==> src/rtl/msg_merger3.sv <==
// msg_merger3: 3-to-1 message merger for the split message fabric.
// Sources a, b and c present held messages (valid flag at bit VBIT) and are
// served round-robin; accepted messages go into a 2-entry FIFO whose head is
// driven on msgout, or default_option when the FIFO is empty.
//
// Optional build macro MSG_MERGER3_SRCTAG_EN: adds the srcid output, which
// carries the originating source of the FIFO head (1=a, 2=b, 3=c, 0=empty).
// Without the macro there is no srcid port and no tag storage.
module msg_merger3 #(
  parameter int WID  = 132,
  parameter int VBIT = WID - 1
) (
  input  logic           clk,
  input  logic           rst_n,
  input  logic [WID-1:0] msga,
  input  logic [WID-1:0] msgb,
  input  logic [WID-1:0] msgc,
  output logic           acka,
  output logic           ackb,
  output logic           ackc,
  output logic [WID-1:0] msgout,
  input  logic           msgoutack,
  input  logic [WID-1:0] default_option,
  output logic           busy
`ifdef MSG_MERGER3_SRCTAG_EN
  ,
  output logic [1:0]     srcid
`endif
);

  // Round-robin pick: search starts at the source after 'last' and wraps
  // 3->1. vld bit 0 is a, bit 1 is b, bit 2 is c. Returns 0 when none valid.
  function automatic logic [1:0] rr_pick(input logic [2:0] vld, input logic [1:0] last);
    logic [1:0] pick;
    pick = 2'd0;
    case (last)
      2'd1: begin
        if (vld[1])      pick = 2'd2;
        else if (vld[2]) pick = 2'd3;
        else if (vld[0]) pick = 2'd1;
        else             pick = 2'd0;
      end
      2'd2: begin
        if (vld[2])      pick = 2'd3;
        else if (vld[0]) pick = 2'd1;
        else if (vld[1]) pick = 2'd2;
        else             pick = 2'd0;
      end
      default: begin
        if (vld[0])      pick = 2'd1;
        else if (vld[1]) pick = 2'd2;
        else if (vld[2]) pick = 2'd3;
        else             pick = 2'd0;
      end
    endcase
    return pick;
  endfunction

  logic [2:0]     vld_s;
  logic [1:0]     grant_s;
  logic           room_s;
  logic           push_s;
  logic           pop_s;
  logic [WID-1:0] push_data_s;
  logic [WID-1:0] head_s;

  logic [1:0]     last_r;
  logic           run_r;
  logic [1:0]     count_r;
  logic           wr_ptr_r;
  logic           rd_ptr_r;
  logic [WID-1:0] mem_r [0:1];
`ifdef MSG_MERGER3_SRCTAG_EN
  logic [1:0]     tag_r [0:1];
`endif

  assign vld_s   = {msgc[VBIT], msgb[VBIT], msga[VBIT]};
  assign grant_s = rr_pick(vld_s, last_r);
  assign room_s  = (count_r < 2'd2);
  assign head_s  = mem_r[rd_ptr_r];

  // Acks come only from registered state and source valids (never msgoutack);
  // run_r keeps them low while in reset and during the release cycle.
  always_comb begin
    acka = 1'b0;
    ackb = 1'b0;
    ackc = 1'b0;
    if (run_r && room_s) begin
      acka = (grant_s == 2'd1);
      ackb = (grant_s == 2'd2);
      ackc = (grant_s == 2'd3);
    end else begin
      acka = 1'b0;
      ackb = 1'b0;
      ackc = 1'b0;
    end
  end

  assign push_s = acka | ackb | ackc;
  assign pop_s  = (count_r != 2'd0) && head_s[VBIT] && msgoutack;

  // Select the granted source's message as the FIFO write data.
  always_comb begin
    push_data_s = {WID{1'b0}};
    case (grant_s)
      2'd1:    push_data_s = msga;
      2'd2:    push_data_s = msgb;
      2'd3:    push_data_s = msgc;
      default: push_data_s = {WID{1'b0}};
    endcase
  end

  // Drive the FIFO head when non-empty, otherwise the external idle value.
  always_comb begin
    msgout = default_option;
    if (count_r != 2'd0) begin
      msgout = head_s;
    end else begin
      msgout = default_option;
    end
  end

  assign busy = (count_r != 2'd0);

`ifdef MSG_MERGER3_SRCTAG_EN
  // Source tag of the head; zero whenever the FIFO is empty.
  always_comb begin
    srcid = 2'd0;
    if (count_r != 2'd0) begin
      srcid = tag_r[rd_ptr_r];
    end else begin
      srcid = 2'd0;
    end
  end
`endif

  // Arbitration pointer advances only on a completed input transfer;
  // run_r enables acks from the first edge after reset release.
  always_ff @(posedge clk or negedge rst_n) begin
    if (!rst_n) begin
      last_r <= 2'd3;
      run_r  <= 1'b0;
    end else begin
      run_r <= 1'b1;
      if (push_s) begin
        last_r <= grant_s;
      end
    end
  end

  // FIFO occupancy and pointers; simultaneous push and pop keep the count.
  always_ff @(posedge clk or negedge rst_n) begin
    if (!rst_n) begin
      count_r  <= 2'd0;
      wr_ptr_r <= 1'b0;
      rd_ptr_r <= 1'b0;
    end else begin
      case ({push_s, pop_s})
        2'b10:   count_r <= count_r + 2'd1;
        2'b01:   count_r <= count_r - 2'd1;
        default: count_r <= count_r;
      endcase
      if (push_s) begin
        wr_ptr_r <= ~wr_ptr_r;
      end
      if (pop_s) begin
        rd_ptr_r <= ~rd_ptr_r;
      end
    end
  end

  // FIFO storage: message stored unmodified, including its valid flag.
  always_ff @(posedge clk or negedge rst_n) begin
    if (!rst_n) begin
      mem_r[0] <= {WID{1'b0}};
      mem_r[1] <= {WID{1'b0}};
    end else if (push_s) begin
      mem_r[wr_ptr_r] <= push_data_s;
    end
  end

`ifdef MSG_MERGER3_SRCTAG_EN
  // Per-entry source tag written alongside the message.
  always_ff @(posedge clk or negedge rst_n) begin
    if (!rst_n) begin
      tag_r[0] <= 2'd0;
      tag_r[1] <= 2'd0;
    end else if (push_s) begin
      tag_r[wr_ptr_r] <= grant_s;
    end
  end
`endif

endmodule

==> config.mk <==
export PLATFORM = sky130hd
export DESIGN_NAME = msg_merger3
export DESIGN_NICKNAME = d
export VERILOG_FILES = /design/src/rtl/msg_merger3.sv
export SDC_FILE = /design/constraint.sdc
export NUM_CORES = 1
export LEC_CHECK = 0
export ABC_AREA = 1
export CAP_MARGIN = 20
export CORE_AREA = 2 2 260 262
export DETAILED_ROUTE_END_ITERATION = 8
export DIE_AREA = 0 0 262 264
export HOLD_SLACK_MARGIN = 0.05
export PLACE_DENSITY_LB_ADDON = 0.08
export SYNTH_ARGS = -nofsm -noshare
export SYNTH_HDL_FRONTEND = slang
export SYNTH_SLANG_ARGS = --single-unit
export TNS_END_PERCENT = 1
==> constraint.sdc <==
create_clock -name clk -period 2.5 [get_ports clk]
set_input_delay 0.75 -clock clk [delete_from_list [all_inputs] [get_ports clk]]
set_output_delay 0.75 -clock clk [all_outputs]
set_load 0.005 [all_outputs]
## Word level (Yosys, flattened, before mapping)

Index checks and enable logic that the tools add are counted.

- Register bits after elaboration: 271
- Latch bits: 0
- RAM bits: 0
- Bits in read-only memories: 0
- Bits of input ports: 531
- Output and inout port bits: 136
- Word-level logic and storage cells: 54
- Memories: 0

- $add $sub $neg: 2
- $mul: 0
- Div/mod/pow operators: 0
- Order comparisons: 4
- Equal/unequal tests: 7
- Shift operators: 0
- Multiplexer cells: 22
- Bitwise operators: 6
- Reduce and logical (&&, ||, !) cells: 6

Operators with widths:

| operator | number |
|---|---|
| 132-bit two-way mux | 5 |
| 132-bit case mux with 3 select lines | 1 |
| 264-bit bitwise mux | 1 |
| 132-bit demux with 1-bit select | 1 |
| 2-bit two-way mux | 8 |
| 2-bit == test, second input constant | 4 |
| 2-bit case mux with 2 select lines | 2 |
| 2-bit by 1-bit == test with 1-bit output, second input constant | 3 |
| 2-bit >= comparator, second input constant | 2 |
| 1-bit logical AND | 4 |
| 1-bit two-way mux | 4 |
| 1-bit inverter with 2-bit output | 2 |
| 2-bit nonzero test | 2 |
| 2-bit by 1-bit adder with 2-bit output, second input constant | 1 |
| 2-bit by 1-bit less-than comparator with 1-bit output, second input constant | 1 |
| 2-bit less-than comparator, second input constant | 1 |
| 1-bit inverter | 2 |
| 1-bit bitwise OR | 2 |
| 2-bit by 1-bit subtractor with 2-bit output, second input constant | 1 |

## Logic depth before layout (Yosys ltp)

Gate-level depths: netlist of run 1.

- Depth in word-level cells: 10
- Depth in mapped cells: 13
- Gate-level depth less buffers: 11

## Least setup slack after synthesis of run 1

No wires, ideal clock.

- Kind: register to output
- Start point: register last_r[0]
- End point: output port ackc
- Arrival: 1.736 ns
- Data required time: 1.750 ns
- Setup slack: 0.014 ns
- Cell stages (with the launch flop): 11
- Buffers on the path: 2
- Cell sequence: dfstp_2 inv_1 ha_1 inv_1 nand2_1 nand3_1 nand2_1 buf_2 buf_2 nand2_1 nor2_1

- Longest elaborated chain between the ends: 4
- Elaborated cells between the ends (all ways): 5
- Those cells by class: 3 x eq/ne; 2 x mux

RTL lines:

| item | line | RTL |
|---|---|---|
| start: declaration | 67 | `logic [1:0] last_r;` |
| start signal: assignment | 146 | `last_r <= grant_s;` |
| 2-bit == test or 2-bit by 1-bit == test with 1-bit output (tied branches) | 36 | `case (last)` |
| 2-bit case mux with 2 select lines (*) | 36 |  |
| 2-bit == test (*) | 91 | `ackc = (grant_s == 2'd3);` |
| 1-bit two-way mux (*) | 88 | `if (run_r && room_s) begin` |
| end: declaration | 20 | `output logic ackc,` |

Mark *: on every way between the ends. The rest lies on a longest branch, timed or not.

## Final worst setup path of run 1

- Start point: register last_r[0]
- End point: output port acka

- Longest elaborated chain between the ends: 4
- Elaborated cells between the ends (all ways): 5
- Those cells by class: 3 x eq/ne; 2 x mux

RTL lines:

| item | line | RTL |
|---|---|---|
| 2-bit == test or 2-bit by 1-bit == test with 1-bit output (tied branches) | 36 |  |
| 2-bit case mux with 2 select lines (*) | 36 |  |
| 2-bit by 1-bit == test with 1-bit output (*) | 89 | `acka = (grant_s == 2'd1);` |
| 1-bit two-way mux (*) | 88 |  |
| end: declaration | 18 | `output logic acka,` |

Marked as above.

==> flow_summary_export.csv, run 1 <==
group,metric,value,unit
sta,skew,0.0139,ns
placed_design,gp_congestion,0.861,
floorplanning,design.core.area,66600,um2
detailed_routing,vias,18400,
setup_path,crit_fanout,5,
cells_and_area,drive_gt1_frac,0.146,
setup_path,r2r_end,"mem_r[165]$_DFFE_PN0P_",
sta,drv_slew,0,
synth,synth_most_common_cell,"nand2_1",
detailed_routing,via_per_inst,4.65,
job,maxCapViolCount,0,
sta,period_minus_slack,2.85,ns
synth,synth_nets,2891,
detailed_routing,drt_iter0_drc,1015,
synth,yosys.area_share.simple,0.447,
clocking,cts_sinks,271,
power_and_ir_drop,powerDensity,1360,nW/um2
floorplanning,chipHeight,264,um
synth,yosys.cell_types.count,24,
placed_design,io_buffers,666,
clocking,clkTransAtPathRegs,0.05,ns
sta,tightest_slew,0.898,ns
floorplanning,rows,95,
synth,synth_top_family_by_area,"simple AND/OR/NAND/NOR gates",
clocking,tritoncts,"built",
sta,fmax,0.350,GHz
synth,synth_commonest_cells,"nand2_1 (1288), nand3_1 (314), dfrtp_1 (269), nor2_1 (137), a31oi_1 (131)",
setup_path,crit_type,"reg2out",
detailed_routing,wirelength,78600,um
detailed_routing,drt-pass1-iter-count,5,
global_routing,grt_pass1_vias,18700,
synth,synth_xor_area_frac,0.00169,
setup_path,required,1.75,ns
synth,synthAdderAreaFrac,0.00241,
global_routing,grt_pass1_wl,116000,um
detailed_routing,drcViolationCount,0,
synth,syn-cell-area,15600,um2
global_routing,gr-usage-all-layers,0.222,
synth,syn_area_per_cell,6.62,um2
synth,synthTopCellsByArea,"dfrtp_1 (43%), nand2_1 (31%), nand3_1 (10%)",
detailed_routing,wl_per_cell,19.9,um
synth,synthFlopType,"dfrtp_1",
synth,yosysSeqAreaShare,0.435,
worst_hold_path,min_path_type,"in2async",
clocking,holdBufCountCts,0,
synth,synth_compound_area_frac,0.0546,
power_and_ir_drop,finalPower,35.3,mW
synth,synth_top_area_frac,0.432,
sta,final-hold-violation-count,0,
cells_and_area,syn_to_final_growth,66.5,%
sta,rsz0062_at_grt,"yes",
synth,synth-seq-cells,271,
sta,setup_viol,403,
clocking,htreeDepth,2,
synth,async_reset_ff_frac,1.00,
clocking,clk_latency,0.53,ns
global_routing,grt_max_degree,181,
synth,synthMuxAreaShare,0,
floorplanning,die_w,262,um
cells_and_area,nets,3581,
sta,slew_headroom,0.401,
detailed_routing,ant_nets,0,
setup_path,regToRegSetupSlack,-0.28,ns
power_and_ir_drop,ir_worst_vdd,2.01,mV
floorplanning,dieArea,69200,um2
setup_path,ff2ff_path_depth,19,
sta,hold_ws,0.122,ns
cells_and_area,fillCellCount,6908,
synth,yosysTopAreaCell,"dfrtp_1",
setup_path,worstReg2RegStart,"last_r[0]$_DFFE_PN1N_",
setup_path,crit_path_start_kind,"flop",
sta,worst_slack,-0.354,ns
outcome,status,"finished with violations",
floorplanning,start_util,0.234,
floorplanning,pin_count,667,
synth,synth_edf_count,0,
outcome,violations,"negative setup slack",
synth,netlist_instances,2357,
clocking,cts_buffer_depth,3,
synth,yosysWarnings,0,
power_and_ir_drop,leakagePower,12.4,nW
clocking,cts_buffers,36,
placed_design,dp_hpwl,54800,um
clocking,cts_root_buffer,"clkbuf_16",
setup_path,arrival,2.10,ns
sta,finalCritPeriodShare,1.14,
setup_path,cp-end-kind,"primary output",
global_routing,antenna_found_initial,11,
global_routing,grt_overflow,0,
==> repair_timing <==
item                                    CTS  global route
endpoints found under the setup margin  403           404
pin swaps                                64            56
buffers inserted                         16             2
gates cloned                             13             0
resized for setup                       608           101
==> worst max path at each step <==
stage                                  end  depth (start not counted)             startpoint
floorplan                             ackc                         10  last_r[0]$_DFFE_PN1N_
global placement     mem_r[33]$_DFFE_PN0P_                         13              msga[131]
detailed placement  mem_r[120]$_DFFE_PN0P_                         13              msga[131]
CTS                             msgout[40]                          6   rd_ptr_r$_DFFE_PN0P_
global route                          ackb                         10  last_r[0]$_DFFE_PN1N_
finish                                acka                          9  last_r[0]$_DFFE_PN1N_
==> critical path: stages (launching register included) <==
cell and delay, ns:
dfstp_2 0.53, inv_2 0.04, ha_4 0.30, nand2_1 0.10, nand3_4 0.11, nand2_4 0.07
nor2_4 0.10, inv_2 0.06, nor2_4 0.12, buf_2 0.14
==> cell usage in the layout, fill, tap and decap left out, types with 2 or more instances in the layout <==
| cell | netlist | final |
|---|---|---|
| xor2_1 | 2 | 2 |
| clkdlybuf4s15_1 | 0 | 3 |
| nand2_2 | 0 | 54 |
| nor2_2 | 1 | 3 |
| buf_6 | 0 | 39 |
| buf_4 | 23 | 53 |
| clkdlybuf4s50_1 | 0 | 529 |
| a31oi_1 | 131 | 122 |
| nand3_4 | 0 | 5 |
| clkbuf_16 | 0 | 37 |
| inv_1 | 18 | 11 |
| a31oi_2 | 0 | 6 |
| clkbuf_8 | 0 | 11 |
| a31oi_4 | 0 | 3 |
| dfrtp_1 | 269 | 268 |
| nand2_1 | 1288 | 1230 |
| nor2_1 | 137 | 133 |
| clkbuf_2 | 0 | 8 |
| dlygate4sd2_1 | 0 | 2 |
| o21ai_0 | 3 | 2 |
| clkinv_2 | 0 | 6 |
| ha_4 | 0 | 3 |
| buf_12 | 0 | 58 |
| clkbuf_1 | 73 | 6 |
| buf_16 | 0 | 16 |
| nand3_1 | 314 | 310 |
| nor2_4 | 1 | 3 |
| clkdlybuf4s15_2 | 0 | 9 |
| dfstp_2 | 2 | 2 |
| diode_2 | 0 | 10 |
| buf_2 | 72 | 107 |
| inv_2 | 2 | 7 |
| nand3_2 | 3 | 2 |
| buf_8 | 0 | 3 |
| nand2_4 | 0 | 4 |
==> sequential cells by signal, indices dropped and copies added, names as in the netlist <==
register / count
last_r: 2
wr_ptr_r: 1
rd_ptr_r: 1
count_r: 2
mem_r: 264
run_r: 1
==> through the flow <==
| stage | utilization | setup WS, ns | instance area (um2) | cells | TNS, ns |
|---|---|---|---|---|---|
| 2_1_floorplan | - | 0.0142 | 15600 | 2357 | 0 |
| 3_3_place_gp | 0.365 | -0.968 | 24300 | 3851 | -221.92 |
| 3_5_place_dp | 0.365 | -0.896 | 24300 | 3851 | -220.79 |
| 4_1_cts | 0.388 | -0.448 | 25900 | 3942 | -94.95 |
| 5_1_grt | 0.390 | -0.469 | 25900 | 3951 | -134.22 |
| 6_report | 0.390 | -0.354 | 26000 | 3954 | -86.62 |
==> cell type report <==
type | count | area [um2] | area share
diodes | 10 | 25.0 | 0.000964
repair inverters | 1 | 11.3 | 0.000434
flip-flops and latches | 271 | 6790 | 0.261
clock inverters | 8 | 67.6 | 0.00260
clock buffers | 54 | 1100 | 0.0424
inverters | 21 | 106 | 0.00410
repair buffers | 827 | 8500 | 0.328
multi-input cells | 1889 | 8260 | 0.318
well taps | 873 | 1090 | 0.0421
==> power breakdown <==
part           internal, mW  total, mW  switching, mW
Sequential             6.30       7.38           1.08
Combinational          9.16       22.8           13.6
Clock                  3.12       5.15           2.02
==> logic make-up after synthesis <==
logic type                 after synthesis
other                                    1
buffers and inverters                  197
DFF                                    271
adders and majority gates                3
and+or+nand+nor                       1745
xor gates and xnor gates                 3
AOI/OAI and AO/OA                      137
==> metal layers <==
layer,vias to the layer above,wire [um],GRT usage
met4,8,1950,0.0669
met2,553,37700,0.371
li1,8956,-,-
met3,106,4980,0.0462
met5,-,55,0
met1,8780,33900,0.286
No activity file was read; power rests on OpenSTA's default activity.
==> inputs of run 2 (changes only) <==
Clock period 2.5 ns to 2.62 ns, I/O delays scaled along.
==> flow_summary_export.csv, run 2 (synthesis results as in run 1) <==
group,metric,value,unit
floorplanning,rows,95,
detailed_routing,wl_per_cell,19.5,um
sta,period_minus_slack,2.91,ns
setup_path,cp_cell_sequence,"clkinv_8 > buf_16 > buf_6 > buf_12 > nand2_1 > a31oi_1 > clkdlybuf4s15_1",
placed_design,post-place-ws,-0.726,ns
power_and_ir_drop,powerDensity,1290,nW/um2
placed_design,dp_cells,3856,
sta,fmax,0.343,GHz
placed_design,dp_hpwl,55100,um
global_routing,gr-usage-all-layers,0.211,
cells_and_area,largest_reg_flops,264,
setup_path,max_stage_delay,0.54,ns
detailed_routing,vias,18300,
detailed_routing,via_per_inst,4.64,
clocking,clkTransAtPathRegs,0.06,ns
outcome,status,"finished with violations",
setup_path,arrival,2.13,ns
floorplanning,start_util,0.234,
floorplanning,die_w,262,um
power_and_ir_drop,ir_worst_vdd,1.42,mV
cells_and_area,fin_cells,3952,
sta,drv_slew,0,
floorplanning,chipHeight,264,um
placed_design,io_buffers,666,
detailed_routing,wirelength,76900,um
outcome,violations,"negative setup slack",
setup_path,required,1.83,ns
setup_path,slowest_stage,"dfrtp_4",
cells_and_area,layout_commonest_cell,"nand2_1",
cells_and_area,drive_gt1_frac,0.153,
placed_design,gp_congestion,0.879,
global_routing,grt_pass1_vias,18400,
cells_and_area,largest_registers,"mem_r x264, count_r x2, last_r x2",
sta,tightest_slew,0.719,ns
clocking,cts_buffer_depth,3,
global_routing,grt_pass1_wl,112000,um
sta,slew_headroom,0.521,
global_routing,grt_max_degree,81,
clocking,clk_latency,0.53,ns
worst_hold_path,min_path_type,"in2async",
cells_and_area,nets,3584,
cells_and_area,regMostFlops,"mem_r",
setup_path,crit_path_start_kind,"flop",
floorplanning,pin_count,667,
global_routing,antenna_found_initial,9,
detailed_routing,drt_iter0_drc,906,
clocking,cts_root_buffer,"clkbuf_16",
power_and_ir_drop,leakagePower,12.6,nW
clocking,tritoncts,"built",
sta,skew,0.0168,ns
job,maxCapViolCount,0,
floorplanning,design.core.area,66600,um2
global_routing,grt_overflow,0,
sta,setup_viol,114,
sta,final-hold-violation-count,0,
detailed_routing,ant_nets,0,
clocking,cts_sinks,271,
sta,rsz0062_at_grt,"yes",
clocking,cts_buffers,37,
detailed_routing,drcViolationCount,0,
setup_path,crit_type,"reg2out",
clocking,htreeDepth,2,
clocking,holdBufCountCts,0,
setup_path,cp-end-kind,"primary output",
cells_and_area,most-common-layout-cells,"nand2_1 (1268), clkdlybuf4s50_1 (530), dfrtp_1 (268)",
cells_and_area,syn_to_final_growth,67.1,%
sta,finalCritPeriodShare,1.11,
floorplanning,dieArea,69200,um2
setup_path,regToRegSetupSlack,0.02,ns
setup_path,crit_fanout,10,
cells_and_area,fillCellCount,6918,
detailed_routing,drt-pass1-iter-count,5,
sta,worst_slack,-0.294,ns
## run 2: cell types whose count changed in the layout (fill, tap and decap cells not counted), moves of 6 or more
cell	change
a31oi_1	-6
nor2_1	-11
nor2_2	+9
buf_4	+19
nand3_2	+50
nand2_1	+38
nand2_2	-36
clkdlybuf4s15_1	+9
a31oi_2	+6
buf_16	-8
buf_6	-14
clkdlybuf4s15_2	-9
nand3_1	-49
## run 2: power breakdown
group	internal, mW	switching, mW
clock network	3.09	1.93
registers	6.01	0.990
logic	8.62	13.0
## run 2: worst max-delay path: cells and delay by family (launching register included)
| kind | cells | cell delay [ns] |
|---|---|---|
| AO/OA/AOI/OAI | 1 | 0.15 |
| buffers and inverters | 5 | 0.84 |
| flip-flops | 1 | 0.54 |
| AND/OR/NAND/NOR | 1 | 0.06 |
## run 2: path summary, 6_finish.rpt
kind / from / endpoint / cells past startpoint
hold / removal: rst_n / mem_r[29]$_DFFE_PN0P_ / 1
setup / recovery: rd_ptr_r$_DFFE_PN0P_ / msgout[25] / 7
max in group asynchronous: rst_n / mem_r[28]$_DFFE_PN0P_ / 2
hold reg to reg: mem_r[216]$_DFFE_PN0P_ / mem_r[216]$_DFFE_PN0P_ / 2
setup reg to reg: last_r[0]$_DFFE_PN1N_ / mem_r[250]$_DFFE_PN0P_ / 13
min in group clk: mem_r[216]$_DFFE_PN0P_ / mem_r[216]$_DFFE_PN0P_ / 2
## run 2: per-stage QoR
| stage | util | total power [mW] | TNS (ns) | hold WS (ns) | area [um2] |
|---|---|---|---|---|---|
| after global routing | 0.391 | 36.2 | -22.92 | 0.138 | 26000 |
| after floorplan | - | 17.3 | 0 | 0.449 | 15600 |
| final | 0.391 | 33.6 | -9.37 | 0.132 | 26000 |
| after CTS | 0.383 | 33.3 | -32.16 | 0.115 | 25500 |
| after detailed placement | 0.365 | 28.5 | -169.21 | 0.465 | 24300 |
| after global placement | 0.365 | 28.3 | -167.99 | 0.462 | 24300 |
## run 2: cell type report
class,instances,area (um2),share of cell area
Tap cell,873,1090,0.0419
Antenna cell,5,12.5,0.000480
Clock inverter,10,106,0.00408
Sequential cell,271,6790,0.261
Timing Repair Buffer,830,8400,0.323
Multi-Input combinational cell,1889,8450,0.325
Inverter,21,96.3,0.00370
Clock buffer,53,1100,0.0421
## run 2: timing repair
item | CTS | global route
resized for setup | 399 | 271
pin swaps | 34 | 58
setup buffers | 7 | 15
setup endpoints to repair | 400 | 303
gates cloned | 2 | 5
## run 2: layer usage
metal,track usage,up-vias,share of wire
met5,0,-,0.00074
met4,0.0556,8,0.021
met3,0.0392,92,0.061
met2,0.362,558,0.49
met1,0.269,8754,0.43
li1,-,8917,-
==> inputs of run 3 (changes only) <==
Settings changed: CORE_AREA 2 2 260 262 to 3 3 261 263, DIE_AREA 0 0 262 264 to 0 0 264 266, TNS_END_PERCENT 1 to 20.
==> flow_summary_export.csv, run 3 (synthesis results as in run 1) <==
group,metric,value,unit
setup_path,crit_path_start_kind,"primary input",
detailed_routing,vias,18600,
clocking,clkTransAtPathRegs,0.06,ns
outcome,status,"finished with violations",
global_routing,grt_pass1_wl,119000,um
setup_path,slowest_stage,"clkdlybuf4s50_1",
setup_path,cp.buffers_inverters,4,
placed_design,dpl_cell_area,24000,um2
setup_path,endpoint,"ackb",
clocking,cts_buffer_depth,3,
setup_path,required,1.83,ns
sta,fmax,0.354,GHz
sta,rsz0062_at_grt,"yes",
sta,slew_headroom,0.573,
global_routing,grt_use_met3,0.0462,
detailed_routing,ant_nets,0,
sta,tightest_slew,0.640,ns
cells_and_area,fin_cells,3971,
setup_path,crit_family,"buffers and inverters",
setup_path,setup.worst_path.start,"msgb[131]",
global_routing,grt_max_degree,94,
global_routing,antenna_found_initial,7,
power_and_ir_drop,finalPower,36.5,mW
floorplanning,die_w,264,um
sta,hold_ws,0.150,ns
power_and_ir_drop,leakagePower,13.0,nW
floorplanning,start_util,0.237,
setup_path,cp.depth,8,
power_and_ir_drop,ir_worst_vdd,1.09,mV
placed_design,post-place-ws,-0.669,ns
placed_design,dp_hpwl,56200,um
global_routing,gr-usage-all-layers,0.218,
worst_hold_path,min_path_type,"in2async",
sta,finalCritPeriodShare,1.08,
floorplanning,pin_count,667,
sta,final-hold-violation-count,0,
floorplanning,design.core.area,65900,um2
sta,drv_slew,0,
detailed_routing,wl_per_cell,20.5,um
sta,skew,0.0110,ns
cells_and_area,fillCellCount,6715,
placed_design,io_buffers,666,
cells_and_area,utilization,0.416,
cells_and_area,syn_to_final_growth,75.7,%
floorplanning,rows,94,
sta,timing.setup.tns,-8.61,ns
setup_path,cp_cell_sequence,"clkdlybuf4s50_1 > inv_1 > nand2_1 > nand3_4 > nand2_4 > inv_2 > nor3_2 > buf_2",
setup_path,regToRegSetupSlack,0.12,ns
clocking,htreeDepth,2,
setup_path,crit_fanout,4,
cells_and_area,most-common-layout-cells,"nand2_1 (1179), clkdlybuf4s50_1 (528), nand3_1 (307)",
global_routing,top_usage_layer,"met2",
clocking,cts_sinks,271,
job,maxCapViolCount,0,
sta,setup_viol,118,
floorplanning,dieArea,70200,um2
cells_and_area,largest_registers,"mem_r x264, count_r x2, last_r x2",
global_routing,grt.met2_usage,0.385,
outcome,violations,"negative setup slack",
cells_and_area,nets,3611,
setup_path,crit_type,"in2out",
cells_and_area,largest_reg_flops,264,
cells_and_area,drive_gt1_frac,0.191,
sta,worst_slack,-0.204,ns
sta,period_minus_slack,2.82,ns
cells_and_area,layout_commonest_cell,"nand2_1",
setup_path,cp-end-kind,"primary output",
detailed_routing,drt_iter0_drc,1042,
power_and_ir_drop,powerDensity,1330,nW/um2
setup_path,worstReg2RegStart,"last_r[0]$_DFFE_PN1N_",
clocking,clk_latency,0.53,ns
placed_design,dp_cells,3821,
placed_design,gp_congestion,0.895,
detailed_routing,wirelength,81600,um
setup_path,max_stage_delay,0.53,ns
clocking,cts_buffers,36,
global_routing,met1_usage,0.272,
global_routing,grt_overflow,0,
clocking,cts_root_buffer,"clkbuf_16",
floorplanning,chipHeight,266,um
setup_path,ff2ff_path_depth,13,
cells_and_area,fin_area,27400,um2
global_routing,grt_pass1_vias,18600,
clocking,tritoncts,"built",
detailed_routing,drt-pass1-iter-count,5,
setup_path,r2r_end,"mem_r[109]$_DFFE_PN0P_",
setup_path,arrival,2.04,ns
detailed_routing,drcViolationCount,0,
cells_and_area,regMostFlops,"mem_r",
detailed_routing,via_per_inst,4.68,
run 3: changes by cell type in the layout (fill, tap and decap cells not counted), sizes merged, moves of 2 or more:
cell           previous run  this run
buf                     274       310
clkdlybuf4s15            12         4
clkbuf                   67        64
dlygate4sd2               0         3
clkdlybuf4s50           530       528
run 3: layout make-up:
cell class	count	area, um2	area share
Antenna cell	6	15.0	0.000548
Clock buffer	52	1050	0.0384
Clock inverter	10	133	0.00484
Inverter	21	96.3	0.00352
Multi-Input combinational cell	1889	9180	0.335
Sequential cell	271	6790	0.248
Tap cell	864	1080	0.0395
Timing Repair Buffer	858	9050	0.330
run 3: where the power goes:
part | total (mW) | leakage, nW | internal, mW | switching, mW
sequential | 7.16 | 3.47 | 6.01 | 1.15
clock | 5.03 | 0.586 | 3.08 | 1.96
combinational | 24.3 | 8.97 | 10.3 | 14.0
run 3: metal layers:
metal | vias up | share of wire
li1 | 9006 | -
met5 | - | 0.00025
met2 | 510 | 0.50
met4 | 4 | 0.019
met3 | 80 | 0.054
met1 | 9000 | 0.42
run 3: worst min-delay path by stage:
stage                                   endpoint  slack, ns  cells past startpoint
final                     mem_r[100]$_DFFE_PN0P_       0.15                      1
after global routing       mem_r[99]$_DFFE_PN0P_       0.15                      1
after CTS                  mem_r[74]$_DFFE_PN0P_       0.13                      1
after detailed placement   mem_r[69]$_DFFE_PN0P_       0.47                      2
after global placement     mem_r[56]$_DFFE_PN0P_       0.46                      2
after floorplan           mem_r[131]$_DFFE_PN0P_       0.45                      2
run 3: what timing repair did:
action                                  CTS  global route
buffers inserted                         40            24
endpoints found under the setup margin  235           340
gates cloned                             15            10
hold buffers                              0             0
resized for setup                       691           267
pin swaps                                80            74
